--- src/rtl/reaction_timer_pkg.sv ---
// Shared definitions for the reaction timer: state encoding and default sizing.
package reaction_timer_pkg;

  localparam int MAX_MS_DEF = 9999;
  localparam int CNT_W_DEF  = 14;

  typedef enum logic [2:0] {
    ST_IDLE   = 3'd0,
    ST_ARMED  = 3'd1,
    ST_TIMING = 3'd2,
    ST_DONE   = 3'd3,
    ST_FAULT  = 3'd4
  } state_e;

endpackage

--- src/rtl/reaction_timer_key_sync_edge.sv ---
// Multi-flop synchroniser followed by a registered rising-edge pulse.
// A rising input yields a one-clk pulse STAGES+1 clocks later; a held level yields one pulse.
module reaction_timer_key_sync_edge #(
  parameter int STAGES = 2
) (
  input  logic clk,
  input  logic rst,
  input  logic d_i,
  output logic pulse_o
);

  logic [STAGES-1:0] sync_q;
  logic              prev_q;
  logic              pulse_q;

  always_ff @(posedge clk or posedge rst) begin
    if (rst) begin
      sync_q  <= '0;
      prev_q  <= 1'b0;
      pulse_q <= 1'b0;
    end else begin
      sync_q  <= {sync_q[STAGES-2:0], d_i};
      prev_q  <= sync_q[STAGES-1];
      pulse_q <= sync_q[STAGES-1] & ~prev_q;
    end
  end

  assign pulse_o = pulse_q;

endmodule

--- src/rtl/reaction_timer.sv ---
// Reaction timer: measures ms from lights-out to key press, flags false starts and
// timeouts, and keeps the best valid time. Handshake: all pulses are one clk wide, no ready.
module reaction_timer
  import reaction_timer_pkg::*;
#(
  parameter int MAX_MS      = MAX_MS_DEF,
  parameter int CNT_W       = CNT_W_DEF,
  parameter int SYNC_STAGES = 2
) (
  input  logic             clk,
  input  logic             rst,
  input  logic             tick_1ms,
  input  logic             arm,
  input  logic             lights_out,
  input  logic             key_in,
  output logic [CNT_W-1:0] react_ms,
  output logic [CNT_W-1:0] best_ms,
  output logic             result_valid,
  output logic             false_start,
  output logic             timeout,
  output logic             busy,
  output state_e           state_dbg
);

  localparam logic [CNT_W-1:0] MAX_V = CNT_W'(MAX_MS);

  state_e           state_q, state_d;
  logic [CNT_W-1:0] cnt_q, cnt_d;
  logic [CNT_W-1:0] react_q, react_d;
  logic [CNT_W-1:0] best_q, best_d;
  logic             valid_q, valid_d;
  logic             fs_q, fs_d;
  logic             to_q, to_d;
  logic             busy_q, busy_d;
  logic             lo_prev_q;
  logic             press;
  logic             go;

  reaction_timer_key_sync_edge #(
    .STAGES (SYNC_STAGES)
  ) u_key (
    .clk     (clk),
    .rst     (rst),
    .d_i     (key_in),
    .pulse_o (press)
  );

  // lights_out comes from the same clock domain, so a single delay flop suffices.
  assign go = lights_out & ~lo_prev_q;

  always_comb begin
    state_d = state_q;
    cnt_d   = cnt_q;
    react_d = react_q;
    best_d  = best_q;
    valid_d = 1'b0;
    fs_d    = fs_q;
    to_d    = to_q;
    case (state_q)
      ST_IDLE: begin
        if (arm) begin
          state_d = ST_ARMED;
          cnt_d   = '0;
        end
      end
      ST_ARMED: begin
        if (press) begin
          state_d = ST_FAULT;
          fs_d    = 1'b1;
        end else if (go) begin
          state_d = ST_TIMING;
          cnt_d   = '0;
        end
      end
      ST_TIMING: begin
        // A press in the same clk as a tick captures the pre-increment count.
        if (press) begin
          state_d = ST_DONE;
          react_d = cnt_q;
          valid_d = 1'b1;
          if (cnt_q < best_q) begin
            best_d = cnt_q;
          end
        end else if (tick_1ms) begin
          if (cnt_q >= MAX_V - CNT_W'(1)) begin
            cnt_d   = MAX_V;
            state_d = ST_DONE;
            to_d    = 1'b1;
            react_d = MAX_V;
            valid_d = 1'b1;
          end else begin
            cnt_d = cnt_q + CNT_W'(1);
          end
        end
      end
      ST_DONE, ST_FAULT: begin
        if (arm) begin
          state_d = ST_ARMED;
          cnt_d   = '0;
          fs_d    = 1'b0;
          to_d    = 1'b0;
        end
      end
      default: state_d = ST_IDLE;
    endcase
    busy_d = (state_d == ST_ARMED) || (state_d == ST_TIMING);
  end

  always_ff @(posedge clk or posedge rst) begin
    if (rst) begin
      state_q   <= ST_IDLE;
      cnt_q     <= '0;
      react_q   <= '0;
      best_q    <= MAX_V;
      valid_q   <= 1'b0;
      fs_q      <= 1'b0;
      to_q      <= 1'b0;
      busy_q    <= 1'b0;
      lo_prev_q <= 1'b0;
    end else begin
      state_q   <= state_d;
      cnt_q     <= cnt_d;
      react_q   <= react_d;
      best_q    <= best_d;
      valid_q   <= valid_d;
      fs_q      <= fs_d;
      to_q      <= to_d;
      busy_q    <= busy_d;
      lo_prev_q <= lights_out;
    end
  end

  assign react_ms     = react_q;
  assign best_ms      = best_q;
  assign result_valid = valid_q;
  assign false_start  = fs_q;
  assign timeout      = to_q;
  assign busy         = busy_q;
  assign state_dbg    = state_q;

endmodule

--- config.mk ---
export PLATFORM = sky130hd
export DESIGN_NAME = reaction_timer
export DESIGN_NICKNAME = d
export VERILOG_FILES = /design/src/rtl/reaction_timer_pkg.sv /design/src/rtl/reaction_timer_key_sync_edge.sv /design/src/rtl/reaction_timer.sv
export SDC_FILE = /design/constraint.sdc
export NUM_CORES = 1
export LEC_CHECK = 0
export ABC_CLOCK_PERIOD_IN_PS = 4200
export BUFFER_PORTS_ARGS = -buffer_cell sky130_fd_sc_hd__clkbuf_2
export CAP_MARGIN = 20
export CELL_PAD_IN_SITES_DETAIL_PLACEMENT = 0
export CELL_PAD_IN_SITES_GLOBAL_PLACEMENT = 2
export CORE_MARGIN = 2
export CORE_UTILIZATION = 40
export DETAILED_ROUTE_END_ITERATION = 6
export PLACE_DENSITY_LB_ADDON = 0.1
export SYNTH_ARGS = -nofsm -noshare
export SYNTH_HDL_FRONTEND = slang
export SYNTH_HIERARCHICAL = 1
export SYNTH_SLANG_ARGS = --single-unit
--- constraint.sdc ---
create_clock -name clk -period 4.2 [get_ports clk]
set_input_delay 0.63 -clock clk [delete_from_list [all_inputs] [get_ports clk]]
set_output_delay 0.63 -clock clk [all_outputs]
set_load 0.1 [all_outputs]
==> flow_metrics.tcl, run 1 <==
set metrics [dict create \
    cpMaxStageDelayCell "o21ai_2" \
    worstHoldPathType "input pin to asynchronous set/reset pin" \
    max_stage_delay_ns 0.78 \
    gp_congestion 0.749 \
    p_per_area_mw_per_mm2 600 \
    dp_slack_ns 1.70 \
    fmax_ghz 0.398 \
    fin_skew_ns 0.0116 \
    outcome "complete, no violations" \
    die_h_um 88.2 \
    worstMarginPinSlew_ns 0.984 \
    cts_setup_buffers 0 \
    r2r.worst_path.cells 6 \
    place_inst 380 \
    r2r_slack_ns 1.69 \
    synth_cell_types 56 \
    io_pins 41 \
    synth_edf_count 0 \
    dr.pass1.iters 4 \
    postRouteAntennaNets 0 \
    cp_max_fo 14 \
    cts_tree "yes" \
    finalMaxSlewViolations 0 \
    syn_nets 275 \
    setup_viol 0 \
    path_class "register to register" \
    netlist_instances 254 \
    fin_tns_setup_ns 0 \
    insertion_delay_ns 0.31 \
    place_area_mm2 0.00311 \
    ys_seq_elements 54 \
    start_kind "register" \
    via_per_inst 5.21 \
    ir_drop_v 0.000388 \
    layout-drive-gt1-share_pct 27.1 \
    rr_endpoint "best_ms[7]$_DFFE_PP0P_" \
    cp_cell_sequence "inv_1 > ha_1 > and4_1 > nand2_1 > o21ai_2 > mux2_1" \
    cts.sinks 54 \
    grt_pass1_wl_um 10000 \
    timing.rr.start "best_ms[13]$_DFFE_PP1P_" \
    grt-ovfl-total 0 \
    cts_resized 0 \
    ys.flop_type "dfrtp_1" \
    cp_num_buf_inv 1 \
    cts_htree_levels 2 \
    routedWlPerCell_um 15.7 \
    io_buffers 40 \
    p_leak_nw 1.57 \
    min_period_ns 2.51 \
    wirelength_um 6110 \
    grt_pass1_vias 1921 \
    fin_util_pct 46.7 \
    ctsLongestPathBuffers 2 \
    max_cap_violations 0 \
    syn_to_final_growth_pct 12.4 \
    grt_usage_pct 16.8 \
    fin_nets 312 \
    coreArea_mm2 0.00683 \
    rows 30 \
    clk_transition_reported_paths_ns 0.09 \
    cts_buffers 5 \
    postCtsHoldBufs 0 \
    ys_async_sr_fraction_pct 100 \
    die-area_mm2 0.00778 \
    cp.arrival_ns 2.70 \
    die_w_um 88.2 \
    clockRootBuffer "clkbuf_8" \
    finalHoldViolCount 0 \
    drtIter0Drc 116 \
    relSlewSlack_pct 34.4 \
    setup_ws_ns 1.69 \
    yosys_warnings 6 \
    critPathTopFamily "compound AO/OA/AOI/OAI gates" \
    detailed_place_hpwl_um 4250 \
    diodes 0 \
    drcViolationCount 0 \
    antenna_found_initial 0 \
    endpoint_kind "register" \
    dr_total_vias 2020 \
    rsz0062_at_grt "no" \
    final_area_mm2 0.00319 \
    fillCellCount 686 \
    required_ns 4.39 \
    syn_area_mm2 0.00284 \
    synth_area_per_cell_um2 11.2 \
    period_share_pct 59.7 \
    yosysSeqAreaShare_pct 48.0 \
    initial_core_util_pct 41.5 \
    instances_no_fill 388 \
    grt_start_max_net_pins 51 \
]
[worst max-delay path by stage]
stage	start	cells past startpoint	to	slack [ns]
floorplan	state_dbg[1]$_DFF_PP0_	7	best_ms[11]$_DFFE_PP0P_	1.50
global placement	best_ms[13]$_DFFE_PP1P_	6	best_ms[7]$_DFFE_PP0P_	1.73
detailed placement	best_ms[13]$_DFFE_PP1P_	6	best_ms[7]$_DFFE_PP0P_	1.70
CTS	best_ms[13]$_DFFE_PP1P_	6	best_ms[7]$_DFFE_PP0P_	1.68
global route	best_ms[13]$_DFFE_PP1P_	6	best_ms[7]$_DFFE_PP0P_	1.53
finish	best_ms[13]$_DFFE_PP1P_	6	best_ms[7]$_DFFE_PP0P_	1.69
[routing by layer]
metal,vias up,wire length [um],track usage [%]
li1,998,-,-
met1,977,3090,25.0
met2,40,2720,25.5
met3,5,229,2.92
met4,0,67,4.13
met5,-,0,0
[logic make-up (layout without fill, tap and decap cells)]
logic type,Yosys count,after routing,synth area share [%]
AO/OA/AOI/OAI,71,71,19.6
AND/OR/NAND/NOR,66,66,13.4
multiplexers,14,14,6.88
XOR/XNOR,1,1,0.309
adder cells (fa/ha/maj),15,15,6.62
flip-flops,54,54,48.0
buffers and inverters,33,71,5.25
[area by class of cell]
class	count	area [um^2]	share of cell area (%)
timing repair buffer	42	215	6.75
multi-input combinational	167	1330	41.7
clock buffer	8	80.1	2.51
sequential	54	1360	42.7
inverter	21	81.3	2.55
tap	96	120	3.77
[metrics by stage]
step | hold WS [ns] | power, W
2_1_floorplan | 0.331 | 0.00149
3_3_place_gp | 0.353 | 0.00164
3_5_place_dp | 0.347 | 0.00164
4_1_cts | 0.187 | 0.00193
5_1_grt | 0.201 | 0.00201
6_report | 0.189 | 0.00191
[layout by cell type (no fill, tap or decap), drive strengths merged, types with 2 or more instances in the layout]
| cell type | Yosys | final |
|---|---|---|
| clkbuf | 6 | 48 |
| o22a | 13 | 13 |
| o21a | 2 | 2 |
| or2 | 3 | 3 |
| nand3 | 4 | 4 |
| o2bb2a | 3 | 3 |
| a211oi | 2 | 2 |
| o221ai | 2 | 2 |
| dfstp | 8 | 8 |
| a31oi | 4 | 4 |
| nor2 | 10 | 10 |
| a21oi | 12 | 12 |
| inv | 21 | 21 |
| and3 | 7 | 7 |
| buf | 6 | 2 |
| o21ai | 8 | 8 |
| a221oi | 2 | 2 |
| o31ai | 4 | 4 |
| and2 | 2 | 2 |
| a21o | 3 | 3 |
| nor2b | 5 | 5 |
| mux2 | 14 | 14 |
| ha | 15 | 15 |
| nand2 | 22 | 22 |
| a22o | 8 | 8 |
| and4 | 3 | 3 |
| dfrtp | 46 | 46 |
[state kept, by name, summed over array words and instances (netlist names)]
register and count:
best_ms 14, busy 1, cnt_q 14, false_start 1
lo_prev_q 1, react_ms 14, result_valid 1, state_dbg 3
timeout 1, u_key/prev_q 1, u_key/pulse_o 1, u_key/sync_q 2
[power by group]
group          switching (W)  internal [W]  leakage [nW]  total, W
Combinational       0.000766      0.000175         0.844  0.000941
Sequential         0.0000816      0.000606         0.692  0.000687
Clock               0.000165      0.000119        0.0395  0.000284
Total                0.00101      0.000900          1.57   0.00191
[synth_stat cells, drive strengths merged, types with 2 or more instances]
cell	instances	area, um^2
a211oi	2	15.0
a21o	3	22.5
a21oi	12	60.1
a221oi	2	17.5
a22o	8	70.1
a31oi	4	25.0
and2	2	12.5
and3	7	43.8
and4	3	26.3
buf	6	45.0
clkbuf	6	22.5
dfrtp	46	1150
dfstp	8	210
ha	15	188
inv	21	81.3
mux2	14	195
nand2	22	95.1
nand3	4	20.0
nor2	10	37.5
nor2b	5	38.8
o21a	2	15.0
o21ai	8	43.8
o221ai	2	17.5
o22a	13	114
o2bb2a	3	30.0
o31ai	4	30.0
or2	3	18.8
No activity file was read; power rests on OpenSTA's default activity.
==> inputs of run 2 (changes only) <==
--- a/config.mk
+++ b/config.mk
@@ -5,13 +5,13 @@
 export SDC_FILE = /design/constraint.sdc
 export NUM_CORES = 1
 export LEC_CHECK = 0
-export ABC_CLOCK_PERIOD_IN_PS = 4200
+export ABC_CLOCK_PERIOD_IN_PS = 2400
 export BUFFER_PORTS_ARGS = -buffer_cell sky130_fd_sc_hd__clkbuf_2
 export CAP_MARGIN = 20
 export CELL_PAD_IN_SITES_DETAIL_PLACEMENT = 0
 export CELL_PAD_IN_SITES_GLOBAL_PLACEMENT = 2
 export CORE_MARGIN = 2
-export CORE_UTILIZATION = 40
+export CORE_UTILIZATION = 37
 export DETAILED_ROUTE_END_ITERATION = 6
 export PLACE_DENSITY_LB_ADDON = 0.1
 export SYNTH_ARGS = -nofsm -noshare
==> constraint.sdc (replaced) <==
create_clock -name clk -period 2.4 [get_ports clk]
set_input_delay 0.36 -clock clk [delete_from_list [all_inputs] [get_ports clk]]
set_output_delay 0.36 -clock clk [all_outputs]
set_load 0.1 [all_outputs]
==> flow_metrics.tcl, run 2 (synthesis results as in run 1) <==
set metrics [dict create \
    outcome "complete, no violations" \
    fin_skew_ns 0.00378 \
    cp_cell_sequence "inv_2 > ha_1 > and4_4 > a2111oi_4 > o21ai_2 > buf_4 > mux2_1" \
    grt_start_max_net_pins 27 \
    detailed_place_hpwl_um 4890 \
    die_h_um 91.5 \
    layout_common_cells "40 x clkbuf_2, 37 x dfrtp_1, 20 x buf_4" \
    antenna_found_initial 0 \
    rsz0062_at_grt "no" \
    grt_pass1_vias 2148 \
    layout-drive-gt1-share_pct 35.6 \
    fin_tns_setup_ns 0 \
    postCtsHoldBufs 1 \
    p_leak_nw 1.69 \
    cp_max_fo 9 \
    worstMarginPinSlew_ns 0.611 \
    die-area_mm2 0.00838 \
    insertion_delay_ns 0.30 \
    whs_ns 0.158 \
    cts_buffers 5 \
    cts_setup_buffers 0 \
    cp.arrival_ns 2.44 \
    routedWlPerCell_um 15.9 \
    fmax_ghz 0.446 \
    grt-ovfl-total 0 \
    drcViolationCount 0 \
    dr.pass1.iters 4 \
    final_common_cell "clkbuf_2" \
    clk_transition_reported_paths_ns 0.09 \
    finalMaxSlewViolations 0 \
    p_total_w 0.00353 \
    grt_pass1_wl_um 11000 \
    fin_util_pct 46.8 \
    max_cap_violations 0 \
    fin_nets 332 \
    required_ns 2.60 \
    dr_total_vias 2141 \
    diodes 0 \
    cp_num_buf_inv 2 \
    relSlewSlack_pct 59.2 \
    ctsLongestPathBuffers 2 \
    initial_core_util_pct 38.7 \
    path_class "register to register" \
    start_kind "register" \
    die_w_um 91.5 \
    worstHoldPathType "input pin to register" \
    critPathTopFamily "flip-flops" \
    io_buffers 40 \
    coreArea_mm2 0.00733 \
    drtIter0Drc 89 \
    via_per_inst 5.21 \
    cts_htree_levels 2 \
    cp.depth 7 \
    cpMaxStageDelayCell "dfstp_4" \
    cts_tree "yes" \
    wirelength_um 6520 \
    postRouteAntennaNets 0 \
    hold-path-cell-count 1 \
    cts_resized 0 \
    grt_usage_pct 16.7 \
    finalHoldViolCount 0 \
    max_stage_delay_ns 0.64 \
    p_per_area_mw_per_mm2 1030 \
    rows 31 \
    ir_drop_v 0.000694 \
    r2r.worst_path.cells 7 \
    setup_viol 0 \
    min_period_ns 2.24 \
    syn_to_final_growth_pct 21.0 \
    period_share_pct 93.4 \
    clockRootBuffer "clkbuf_8" \
    cts.sinks 54 \
    io_pins 41 \
    gp_congestion 0.745 \
    endpoint_kind "register" \
]
[run 2: cell types whose count changed in the layout (fill, tap and decap cells not counted), moves of 2 or more]
cell	previous run	this run
buf_4	2	20
clkbuf_1	3	1
dfrtp_1	46	37
dfrtp_2	0	7
dfrtp_4	0	2
dfstp_2	8	3
dfstp_4	0	5
[run 2: through the flow]
| step | instance area (um^2) | setup slack [ns] | cells |
|---|---|---|---|
| after detailed placement | 3300 | 0.160 | 402 |
| after floorplan | 2870 | 0.00113 | 254 |
| after CTS | 3430 | 0.142 | 411 |
| after global placement | 3300 | 0.198 | 402 |
| final | 3430 | 0.160 | 411 |
| after global routing | 3430 | 0.0151 | 411 |
[run 2: report_power, final]
group          internal, W  switching, W
combinational     0.000340       0.00136
sequential         0.00107      0.000133
clock             0.000340      0.000287
[run 2: path summary, 6_finish.rpt]
path | startpoint | endpoint | slack [ns]
hold reg to reg | u_key/sync_q[0]$_DFF_PP0_ | u_key/sync_q[1]$_DFF_PP0_ | 0.37
max in group asynchronous | rst | best_ms[0]$_DFFE_PP1P_ | 1.11
setup / recovery | best_ms[13]$_DFFE_PP1P_ | best_ms[6]$_DFFE_PP0P_ | 0.16
min in group asynchronous | rst | u_key/prev_q$_DFF_PP0_ | 0.47
setup reg to reg | best_ms[13]$_DFFE_PP1P_ | best_ms[6]$_DFFE_PP0P_ | 0.16
hold / removal | key_in | u_key/sync_q[0]$_DFF_PP0_ | 0.16
[run 2: cell type report]
| class | instances | area (um^2) |
|---|---|---|
| Tap cell | 99 | 124 |
| Fill cell | 706 | 3900 |
| Timing Repair Buffer | 62 | 380 |
| Inverter | 21 | 81.3 |
| Clock buffer | 7 | 86.3 |
| Clock inverter | 1 | 30.0 |
| Sequential cell | 54 | 1400 |
| Multi-Input combinational cell | 167 | 1330 |
[run 2: per-layer routing]
metal | wire length (um) | track usage, % | vias to the layer above
li1 | - | - | 1035
met1 | 3140 | 22.6 | 1068
met2 | 3090 | 27.1 | 32
met3 | 209 | 2.99 | 6
met4 | 81 | 4.80 | 0
met5 | 0 | 0 | -
[run 2: worst register-to-register path, stage by stage, from the launching register on]
cell       delay, ns
dfstp_4         0.64
inv_2           0.03
ha_1            0.30
and4_4          0.21
a2111oi_4       0.35
o21ai_2         0.10
buf_4           0.20
mux2_1          0.31
==> inputs of run 3 (changes only) <==
--- a/config.mk
+++ b/config.mk
@@ -5,14 +5,15 @@
 export SDC_FILE = /design/constraint.sdc
 export NUM_CORES = 1
 export LEC_CHECK = 0
+export ABC_AREA = 1
 export ABC_CLOCK_PERIOD_IN_PS = 2400
-export BUFFER_PORTS_ARGS = -buffer_cell sky130_fd_sc_hd__clkbuf_2
 export CAP_MARGIN = 20
 export CELL_PAD_IN_SITES_DETAIL_PLACEMENT = 0
 export CELL_PAD_IN_SITES_GLOBAL_PLACEMENT = 2
 export CORE_MARGIN = 2
 export CORE_UTILIZATION = 37
 export DETAILED_ROUTE_END_ITERATION = 6
+export DONT_BUFFER_PORTS = 1
 export PLACE_DENSITY_LB_ADDON = 0.1
 export SYNTH_ARGS = -nofsm -noshare
 export SYNTH_HDL_FRONTEND = slang
==> flow_metrics.tcl, run 3 <==
set metrics [dict create \
    initial_core_util_pct 38.6 \
    final_area_mm2 0.00318 \
    r2r_slack_ns 0.44 \
    r2r.worst_path.cells 9 \
    detailed_place_hpwl_um 5150 \
    final_common_cell "nand2_1" \
    fin_util_pct 43.6 \
    grt_start_max_net_pins 26 \
    cp.depth 9 \
    setup_ws_ns 0.437 \
    synth_area_leader_cell "dfrtp_1" \
    rsz0062_at_grt "no" \
    cp_cell_sequence "inv_1 > ha_1 > a21boi_0 > o21ai_0 > o211ai_1 > nand2_1 > nand2_2 > nand2_1 > nand2_1" \
    place_area_mm2 0.00307 \
    io_buffers 0 \
    antenna_found_initial 0 \
    min_period_ns 1.96 \
    ctsLongestPathBuffers 2 \
    cts_resized 0 \
    place_inst 457 \
    dr_total_vias 2240 \
    grt_pass1_vias 2213 \
    yosys_warnings 6 \
    rows 31 \
    crit_path_start "best_ms[1]$_DFFE_PP1P_" \
    die_w_um 91.2 \
    syn_area_mm2 0.00282 \
    critPathTopFamily "simple AND/OR/NAND/NOR gates" \
    gp_congestion 0.797 \
    die_h_um 91.2 \
    cp_num_buf_inv 1 \
    cpMaxStageDelayCell "dfstp_2" \
    postRouteAntennaNets 0 \
    worstHoldPathType "input pin to register" \
    io_pins 41 \
    insertion_delay_ns 0.31 \
    wirelength_um 6770 \
    path_class "register to register" \
    dp_slack_ns 0.451 \
    max_stage_delay_ns 0.54 \
    p_per_area_mw_per_mm2 1150 \
    ir_drop_v 0.000480 \
    via_per_inst 4.81 \
    grt-ovfl-total 0 \
    cts_htree_levels 2 \
    cts_buffers 5 \
    coreArea_mm2 0.00729 \
    die-area_mm2 0.00832 \
    drcViolationCount 0 \
    syn_nets 362 \
    netlist_instances 341 \
    ys_seq_elements 54 \
    clockRootBuffer "clkbuf_8" \
    worstMarginPinSlew_ns 0.912 \
    ys_async_sr_fraction_pct 100 \
    ys.flop_type "dfrtp_1" \
    synth_area_per_cell_um2 8.26 \
    fin_nets 387 \
    outcome "complete, no violations" \
    synth_cell_types 35 \
    netlist.area_leader.share_pct 40.9 \
    fmax_ghz 0.509 \
    diodes 0 \
    fin_tns_setup_ns 0 \
    fin_skew_ns 0.00572 \
    cp.arrival_ns 2.18 \
    layout-drive-gt1-share_pct 16.1 \
    grt_pass1_wl_um 11500 \
    max_cap_violations 0 \
    relSlewSlack_pct 39.2 \
    required_ns 2.62 \
    period_share_pct 81.8 \
    cts_tree "yes" \
    cts.sinks 54 \
    finalMaxSlewViolations 0 \
    cp_common_cell "nand2_1" \
    setup_viol 0 \
    start_kind "register" \
    syn_to_final_growth_pct 13.0 \
    p_leak_nw 1.59 \
    synth_edf_count 0 \
    instances_no_fill 466 \
    rr_endpoint "best_ms[7]$_DFFE_PP0P_" \
    synth.most_common_cell "nand2_1" \
    cp_max_fo 14 \
    timing.rr.start "best_ms[1]$_DFFE_PP1P_" \
    dr.pass1.iters 4 \
    layout_common_cells "86 x nand2_1, 46 x dfrtp_1, 38 x nor2_1" \
    routedWlPerCell_um 14.5 \
    drtIter0Drc 66 \
    synth.area.top_cells "dfrtp_1 41%, nand2_1 11%, dfstp_2 7.5%, ha_1 6.7%, nand3_1 5.5%" \
    yosys-top-cells-count "86 x nand2_1, 46 x dfrtp_1, 38 x inv_1, 38 x nor2_1, 31 x nand3_1" \
    clk_transition_reported_paths_ns 0.11 \
    finalHoldViolCount 0 \
    cp-endpoint "best_ms[7]$_DFFE_PP0P_" \
    yosysSeqAreaShare_pct 48.4 \
    endpoint_kind "register" \
    grt_usage_pct 17.7 \
]
==> run 3: kinds of logic after synthesis <==
family	after synthesis	share of synthesized area (%)
simple gates	174	27.8
flops	54	48.4
buf+inv	52	7.64
compound gates	40	7.64
fa+ha+maj	15	6.67
xor+xnor	6	1.87
==> run 3: final cells by class <==
class,instances,area [um^2]
Fill cell,797,4110
Sequential cell,54,1360
Multi-Input combinational cell,235,1240
Timing Repair Buffer,25,190
Inverter,45,169
Tap cell,99,124
Clock buffer,5,68.8
Clock inverter,3,28.8
==> run 3: stage by stage <==
step	hold slack [ns]	total power, W
CTS	0.0486	0.00371
global route	0.0443	0.00386
global placement	0.138	0.00314
finish	0.0605	0.00367
detailed placement	0.142	0.00314
floorplan	0.126	0.00296
==> run 3: worst min path at each step <==
stage / startpoint / end / slack (ns) / cells past startpoint
floorplan: rst / u_key/prev_q$_DFF_PP0_ / 0.13 / 1
global placement: rst / u_key/sync_q[0]$_DFF_PP0_ / 0.14 / 1
detailed placement: rst / u_key/sync_q[0]$_DFF_PP0_ / 0.14 / 1
CTS: key_in / u_key/sync_q[0]$_DFF_PP0_ / 0.05 / 0
global route: key_in / u_key/sync_q[0]$_DFF_PP0_ / 0.04 / 0
finish: key_in / u_key/sync_q[0]$_DFF_PP0_ / 0.06 / 0
==> run 3: what timing repair did <==
item / in CTS / in global routing
buffers inserted: 0 / 0
setup endpoints to repair: 0 / 0
hold buffers: 1 / 0
hold endpoints to repair: 24 / 0
==> run 3: routing by layer <==
metal / up-vias / share of wire (%) / global-route usage [%]
met5: - / 0 / 0
li1: 1141 / - / -
met3: 6 / 5.1 / 3.98
met2: 50 / 44 / 26.9
met1: 1043 / 50 / 25.5
met4: 0 / 1.0 / 4.17
==> run 3: where the power goes <==
group	switching (W)	internal (W)	total [W]
Clock	0.000342	0.000219	0.000562
Combinational	0.000598	0.000232	0.000830
Sequential	0.00122	0.00106	0.00228
